## src/rtl/wb_bridge_pkg.sv

```systemverilog
// Shared definitions for the Wishbone-to-SDRAM bridge and the SoC address decode.
package wb_bridge_pkg;

  // Bridge sequencing states
  typedef enum logic [1:0] {
    ST_IDLE   = 2'd0,
    ST_REQ    = 2'd1,
    ST_RDWAIT = 2'd2,
    ST_ACK    = 2'd3
  } bridge_state_e;

  // Default SDRAM window in Wishbone word addresses; LIMIT is exclusive
  localparam logic [23:0] BRIDGE_BASE  = 24'h100004;
  localparam logic [23:0] BRIDGE_LIMIT = 24'hffe000;

endpackage

```

## src/rtl/wb_sdram_bridge.sv

```systemverilog
// Wishbone classic-cycle slave that forwards single transfers to the SDRAM
// controller's req/cack/read_ready handshake, with abort and timeout handling.
// wb_ack/wb_err are registered, so they appear in the first IDLE cycle after
// the transfer completes; a fresh request is not accepted while either is high,
// which keeps a master that still holds stb during the response from being
// accepted twice.
module wb_sdram_bridge
  import wb_bridge_pkg::*;
#(
  parameter logic [23:0] BASE    = BRIDGE_BASE,
  parameter logic [23:0] LIMIT   = BRIDGE_LIMIT,
  parameter int          TIMEOUT = 255,
  parameter int          TW      = 8
) (
  input  logic        i_clk,
  input  logic        i_rst,
  input  logic        wb_cyc,
  input  logic        wb_stb,
  input  logic        wb_we,
  input  logic [23:0] wb_adr,
  input  logic [15:0] wb_i_dat,
  input  logic [1:0]  wb_sel,
  output logic [15:0] wb_o_dat,
  output logic        wb_ack,
  output logic        wb_err,
  output logic [23:0] c_addr,
  output logic [15:0] c_data_in,
  output logic [1:0]  c_addr_sel,
  output logic        c_read_req,
  output logic        c_write_req,
  input  logic [31:0] c_data_out,
  input  logic        c_cack,
  input  logic        c_read_ready,
  input  logic        c_busy
);

  bridge_state_e state_q, state_d;

  logic [23:0]   addr_q, addr_d;
  logic [15:0]   wdat_q, wdat_d;
  logic [1:0]    sel_q, sel_d;
  logic          we_q, we_d;
  logic          rd_req_q, rd_req_d;
  logic          wr_req_q, wr_req_d;
  logic          ack_q, ack_d;
  logic          err_q, err_d;
  logic [15:0]   rdat_q, rdat_d;
  logic          abort_q, abort_d;
  logic [TW-1:0] tmo_q, tmo_d;

  logic hit;
  logic accept;
  logic busy;
  logic tmo_hit;
  logic abort_now;

  // c_busy is informational only and the upper read half is never used
  logic unused_ok;
  assign unused_ok = ^{c_busy, c_data_out[31:16]};

  assign hit       = wb_cyc & wb_stb & (wb_adr >= BASE) & (wb_adr < LIMIT);
  assign accept    = (state_q == ST_IDLE) & hit & ~ack_q & ~err_q;
  assign busy      = (state_q == ST_REQ) | (state_q == ST_RDWAIT);
  assign tmo_hit   = (TIMEOUT != 0) && busy && (tmo_q == TW'(TIMEOUT));
  // Master walking away in REQ/RDWAIT counts as an abort from that cycle on
  assign abort_now = abort_q | (busy & ~wb_cyc);

  // State and datapath registers, all returned to zero by reset
  always_ff @(posedge i_clk) begin
    if (i_rst) begin
      state_q  <= ST_IDLE;
      addr_q   <= '0;
      wdat_q   <= '0;
      sel_q    <= '0;
      we_q     <= 1'b0;
      rd_req_q <= 1'b0;
      wr_req_q <= 1'b0;
      ack_q    <= 1'b0;
      err_q    <= 1'b0;
      rdat_q   <= '0;
      abort_q  <= 1'b0;
      tmo_q    <= '0;
    end else begin
      state_q  <= state_d;
      addr_q   <= addr_d;
      wdat_q   <= wdat_d;
      sel_q    <= sel_d;
      we_q     <= we_d;
      rd_req_q <= rd_req_d;
      wr_req_q <= wr_req_d;
      ack_q    <= ack_d;
      err_q    <= err_d;
      rdat_q   <= rdat_d;
      abort_q  <= abort_d;
      tmo_q    <= tmo_d;
    end
  end

  // Next-state: timeout takes priority over a late controller response
  always_comb begin
    state_d = state_q;
    unique case (state_q)
      ST_IDLE:   if (accept) state_d = ST_REQ;
      ST_REQ: begin
        if (tmo_hit)     state_d = ST_IDLE;
        else if (c_cack) state_d = (we_q || c_read_ready) ? ST_ACK : ST_RDWAIT;
      end
      ST_RDWAIT: begin
        if (tmo_hit)           state_d = ST_IDLE;
        else if (c_read_ready) state_d = ST_ACK;
      end
      ST_ACK:    state_d = ST_IDLE;
      default:   state_d = ST_IDLE;
    endcase
  end

  // Output and datapath next values: request levels, captures, responses
  always_comb begin
    addr_d   = addr_q;
    wdat_d   = wdat_q;
    sel_d    = sel_q;
    we_d     = we_q;
    rd_req_d = rd_req_q;
    wr_req_d = wr_req_q;
    rdat_d   = rdat_q;
    ack_d    = 1'b0;
    err_d    = 1'b0;
    tmo_d    = busy ? tmo_q + TW'(1) : '0;
    abort_d  = (state_d == ST_IDLE) ? 1'b0 : abort_now;
    unique case (state_q)
      ST_IDLE: begin
        if (accept) begin
          addr_d   = wb_adr;
          wdat_d   = wb_i_dat;
          sel_d    = wb_sel;
          we_d     = wb_we;
          rd_req_d = ~wb_we;
          wr_req_d = wb_we;
        end
      end
      ST_REQ: begin
        if (tmo_hit) begin
          rd_req_d = 1'b0;
          wr_req_d = 1'b0;
          err_d    = ~abort_now;
        end else if (c_cack) begin
          rd_req_d = 1'b0;
          wr_req_d = 1'b0;
          if (!we_q && c_read_ready) rdat_d = c_data_out[15:0];
        end
      end
      ST_RDWAIT: begin
        if (tmo_hit)           err_d  = ~abort_now;
        else if (c_read_ready) rdat_d = c_data_out[15:0];
      end
      ST_ACK:  ack_d = ~abort_q;
      default: ;
    endcase
  end

  assign wb_o_dat    = rdat_q;
  assign wb_ack      = ack_q;
  assign wb_err      = err_q;
  assign c_addr      = addr_q;
  assign c_data_in   = wdat_q;
  assign c_addr_sel  = sel_q;
  assign c_read_req  = rd_req_q;
  assign c_write_req = wr_req_q;

endmodule
```

## config.mk

```make
export PLATFORM = sky130hd
export DESIGN_NAME = wb_sdram_bridge
export DESIGN_NICKNAME = d
export VERILOG_FILES = /design/src/rtl/wb_bridge_pkg.sv /design/src/rtl/wb_sdram_bridge.sv
export SDC_FILE = /design/constraint.sdc
export NUM_CORES = 1
export LEC_CHECK = 0
export ABC_CLOCK_PERIOD_IN_PS = 2400
export CAP_MARGIN = 25
export CORE_MARGIN = 1
export CORE_UTILIZATION = 40
export DETAILED_ROUTE_END_ITERATION = 7
export GPL_TIMING_DRIVEN = 0
export PLACE_DENSITY = 0.89
export RECOVER_POWER = 50
export SYNTH_ARGS = -nofsm -noshare
export SYNTH_HDL_FRONTEND = slang
export SYNTH_SLANG_ARGS = --single-unit
```

## constraint.sdc

```tcl
create_clock -name i_clk -period 2.4 [get_ports i_clk]
set_input_delay 0.48 -clock i_clk [delete_from_list [all_inputs] [get_ports i_clk]]
set_output_delay 0.48 -clock i_clk [all_outputs]
set_load 0.005 [all_outputs]
```

Word-level counts from Yosys, hierarchy flattened
Index checks and enable logic that the tools add are counted.
{"block": "totals", "ff_bits": 74, "word_cells": 80, "input_bits": 82, "out_inout_bits": 62}
{"block": "op_classes", "n_eq_ne": 11, "n_lt_le_gt_ge": 2, "muxes": 19, "reduce_logical": 16, "bitwise_logic": 19, "n_addsub": 1}
{"operator": "$mux W16", "count": 5}
{"operator": "$pmux W16 S2", "count": 1}
{"operator": "$ge A24 B21 Y1 const B", "count": 1}
{"operator": "$lt A24 B24 Y1 const B", "count": 1}
{"operator": "$mux W2", "count": 5}
{"operator": "$ne A2 B2 Y1 const B", "count": 5}
{"operator": "$not A1 Y1", "count": 10}
{"operator": "$add A8 B1 Y8 const B", "count": 1}
{"operator": "$eq A8 B8 Y1 const B", "count": 1}
{"operator": "$pmux W2 S4", "count": 1}
{"operator": "$reduce_or A2 Y1", "count": 4}
{"operator": "$and A1 B1 Y1", "count": 7}
{"operator": "$reduce_and A6 Y1", "count": 1}
{"operator": "$mux W1", "count": 5}
{"operator": "$eq A2 B2 Y1 const B", "count": 2}
{"operator": "$logic_not A2 Y1", "count": 2}
{"operator": "$pmux W1 S2", "count": 2}
{"operator": "$reduce_bool A2 Y1", "count": 2}
{"operator": "$ne A3 B3 Y1 const B", "count": 1}
{"operator": "$reduce_and A3 Y1", "count": 1}
{"operator": "$reduce_or A3 Y1", "count": 1}
{"operator": "$eq A2 B1 Y1 const B", "count": 1}
{"operator": "$logic_and A1 B1 Y1", "count": 2}
{"operator": "$ne A2 B1 Y1 const B", "count": 1}
{"operator": "other kinds (4)", "count": 5}

Depth between registers and ports, before layout
{"block": "logic_depth", "word_depth": 10, "mapped_depth": 10, "ltp_nobuf": 7}

Worst setup path before layout
OpenSTA, ideal clock, no wires.
{"block": "synth_path", "path_type": "reg2reg", "from": "register state_q[0]", "to": "register addr_q[10] (netlist: c_addr[10])", "path_buffers": 3, "path_stages_with_launch": 11, "setup_time_ps": 128, "synth_period_minus_slack_ps": 1912, "t_required_ps": 2272, "arrival_ps": 1785, "setup_slack_ps": 488, "cell_sequence": "dfxtp_1 > inv_1 > ha_1 > nand3_2 > a2111oi_2 > o211a_1 > buf_4 > buf_6 > buf_12 > mux2i_1 > nor2_1"}
{"block": "synth_via", "elab_chain_len": 5}
{"element": "start, declared", "line_no": "wb_sdram_bridge.sv:37", "source": "bridge_state_e state_q, state_d;"}
{"element": "start signal, assigned", "line_no": "wb_sdram_bridge.sv:84", "source": "state_q <= state_d;"}
{"element": "$logic_not A2 Y1 *", "line_no": "wb_sdram_bridge.sv:62, wb_sdram_bridge.sv:130"}
{"element": "$and A1 B1 Y1 (3 in a row)", "line_no": "wb_sdram_bridge.sv:62", "source": "assign accept = (state_q == ST_IDLE) & hit & ~ack_q & ~err_q;"}
{"element": "$reduce_and A2 Y1 (no line) *"}
{"element": "end signal, assigned", "line_no": "wb_sdram_bridge.sv:85", "source": "addr_q <= addr_d;"}
{"element": "end, declared", "line_no": "wb_sdram_bridge.sv:39", "source": "logic [23:0] addr_q, addr_d;"}
Mark *: on every way between the ends. The rest lies on a longest branch, timed or not.
A chain may end at the register's enable or synchronous reset.

Worst setup path in the final report
{"block": "layout_path", "from": "input port wb_adr[14]", "to": "register rd_req_q (netlist: c_read_req)"}
{"block": "layout_via", "elab_chain_len": 8, "word_cells_on_any_way": 9, "cone_classes": "order compare: 2; eq/ne: 1; bitwise: 5; reduce/logical: 1"}
{"element": "start, declared", "line_no": "wb_sdram_bridge.sv:20", "source": "input logic [23:0] wb_adr,"}
{"element": "$ge A24 B21 Y1", "line_no": "wb_sdram_bridge.sv:61", "source": "assign hit = wb_cyc & wb_stb & (wb_adr >= BASE) & (wb_adr < LIMIT);"}
{"element": "$and A1 B1 Y1", "line_no": "wb_sdram_bridge.sv:61"}
{"element": "$and A1 B1 Y1 *", "line_no": "wb_sdram_bridge.sv:61"}
{"element": "$and A1 B1 Y1 * (3 in a row)", "line_no": "wb_sdram_bridge.sv:62"}
{"element": "$ne A2 B2 Y1 (no line) *"}
{"element": "$reduce_and A3 Y1 (no line) *"}
{"element": "end signal, assigned", "line_no": "wb_sdram_bridge.sv:89", "source": "rd_req_q <= rd_req_d;"}
{"element": "end, declared", "line_no": "wb_sdram_bridge.sv:43", "source": "logic rd_req_q, rd_req_d;"}
Marked as above.

==> results.toml <==
[run_status]
status = "finished clean"

[sta]
setup_ws_ps = 158
tightest_slew_ps = 517
tns_ps = 0
fmax_mhz = 446
maxSlewViolCount = 0
rsz0062_at_grt = "false"
period_needed_ps = 2240
hold_viol_final = 0
finalCritPeriodShare_pct = 93.4
worst_clock_skew_ps = 9.85
finalSetupViolCount = 0
hold_slack_ps = 457
max_slew_margin_pct = 65.5

[power]
max-vdd-ir-drop_uv = 430
p_total_w = 0.00278
p_leak_nw = 1.84
power_density_mw_per_mm2 = 609

[die]
initial_core_util_pct = 42.4
core_sq_mm = 0.00698
die_h_microns = 88.0
dieArea_sq_mm = 0.00774
io_pins = 144
rows = 30
die_w_microns = 88.0

[worst_setup_path]
cp_max_fo = 10
required_ps = 2640
crit_path_top_delay_cell = "clkdlybuf4s50_1"
start_kind = "input pin"
crit_type = "in2reg"
cp-end-kind = "flip-flop"
arrival_ps = 2490
slowest_delay_ps = 470
critical_path.cell_chain = "clkdlybuf4s50_1, nor4_1, nand4_1, o211a_1, buf_4, buf_6, a2111o_1, o41ai_1"

[placed_design]
dpl.hpwl_microns = 5800
placed_cell_area_sq_mm = 0.00434
portBuffers = 126
gp_congestion = 0.818
dp_slack_ps = -228

[synth]
netlist_area_sq_mm = 0.00296
ys_types = 38
synth_area_leaders = "dfxtp_1 50%, mux2i_1 20%, nor2_1 8.5%"
synth-edff-count = 0
synth_seq_cells = 74
netlist_instances = 298
syn_area_per_cell_sq_um = 9.93
syn_nets = 385
synth_top_area_share_pct = 50.1
ys_seq_area_share_pct = 50.1
synthFlopType = "dfxtp_1"
synth_warnings = 0
synth_top_area_cell = "dfxtp_1"
ys_async_sr_fraction_pct = 0

[grt]
grt_max_degree = 14
grt_usage_pct = 20.2
antenna_found_initial = 0
grt_pass1_wl_microns = 12000
grt.overflow.total = 0
grt_pass1_vias = 2575

[route]
drt-pass1-iter-count = 4
wire_per_inst_microns = 14.1
drtIter0Drc = 59
ant_nets = 0
wirelength_microns = 7550
route.detailed.drc = 0
dr_total_vias = 2634
vias_per_cell = 4.91

[clock_network]
root_buffer = "clkbuf_8"
cts_buffer_depth = 2
cts_buffers = 9
clock_sinks = 74
worstSkewPairLatency_ps = 350
cts_tree = "done"
htreeDepth = 3
cts.clk_slew.worst_paths_ps = 80

[cells_and_area]
stdcell_area_sq_mm = 0.00457
nFillCells = 575
seq_area_sq_mm = 0.00148
final_common_cell = "dfxtp_1"
antenna_cells = 0
fin_nets = 522
multiInputGateArea_sq_mm = 0.00134
area_growth_pct = 54.5
mostFrequentLayoutCells = "74 x dfxtp_1, 67 x nor2_1, 67 x clkdlybuf4s50_1"
drive_above_1_share_pct = 6.14

[job]
maxCapViolCount = 0

[min_path]
min_path_type = "reg2reg"
## stage by stage
stage	std cells	utilization (%)
2_1_floorplan	298	-
3_3_place_gp	520	62.2
3_5_place_dp	520	62.2
4_1_cts	536	65.4
5_1_grt	536	65.4
6_report	536	65.4
## metal layers
metal  global-route usage (%)  routed length, microns
met1                     22.5                    3060
met4                     7.60                     123
met5                        0                       0
met2                     35.0                    3660
met3                     7.45                     714
## critical path: cells and delay by family
kind	cells	cell delay [ps]
AOI/OAI and AO/OA	3	650
buffers and inverters	3	760
and+or+nand+nor	2	580
## flip-flops by register name, summed over array words and instances (netlist names), 2 cells and up
signal,count
c_addr,24
c_data_in,16
wb_o_dat,16
tmo_q,8
c_addr_sel,2
state_q,2
## cells in the mapped netlist (4+ instances only)
cell type and number:
nor2_1 67, ha_1 5, o21ai_0 4, mux2i_1 58
a21oi_1 9, inv_1 8, clkbuf_1 9, buf_4 5
nand4_1 6, nand3_1 4, dfxtp_1 74, nand2_1 7
nor4_1 4
## path summary, 6_finish.rpt
check	from	end	slack, ps	depth (start not counted)
setup / recovery	wb_adr[14]	c_read_req	160	8
hold / removal	tmo_q[0]	tmo_q[0]	460	1
setup reg to reg	state_q[1]	c_addr[8]	250	10
hold reg to reg	tmo_q[0]	tmo_q[0]	460	1
## cells by family after synthesis
family                   after synthesis  share of synthesized area [%]
flip-flops                            74                           50.1
adder cells (fa/ha/maj)                5                           2.12
multiplexers                          58                           19.6
buffers and inverters                 25                           4.65
XOR/XNOR                               4                           1.18
AO/OA/AOI/OAI                         23                           5.20
AND/OR/NAND/NOR                      109                           17.1
## power by group
| part | leakage (nW) | total, W | switching [W] | internal (W) |
|---|---|---|---|---|
| Combinational | 1.13 | 0.000400 | 0.000160 | 0.000240 |
| Sequential | 0.601 | 0.00130 | 0.0000254 | 0.00128 |
| Clock | 0.112 | 0.00108 | 0.000463 | 0.000615 |
| Total | 1.84 | 0.00278 | 0.000649 | 0.00213 |
## area by class of cell
| cell class | instances | area share (%) |
|---|---|---|
| clock buffer | 10 | 3.01 |
| buffer | 17 | 2.35 |
| inverter | 8 | 0.657 |
| tap | 96 | 2.63 |
| sequential | 74 | 32.4 |
| multi-input combinational | 199 | 29.4 |
| timing repair buffer | 126 | 27.6 |
| clock inverter | 6 | 1.97 |
## repair_timing
action,4_1_cts,5_1_grt
resized for setup,0,1
hold endpoints to repair,0,0
hold buffers,0,0
setup buffers,0,0
setup endpoints to repair,0,1
Power figures use the tool's default switching activity.
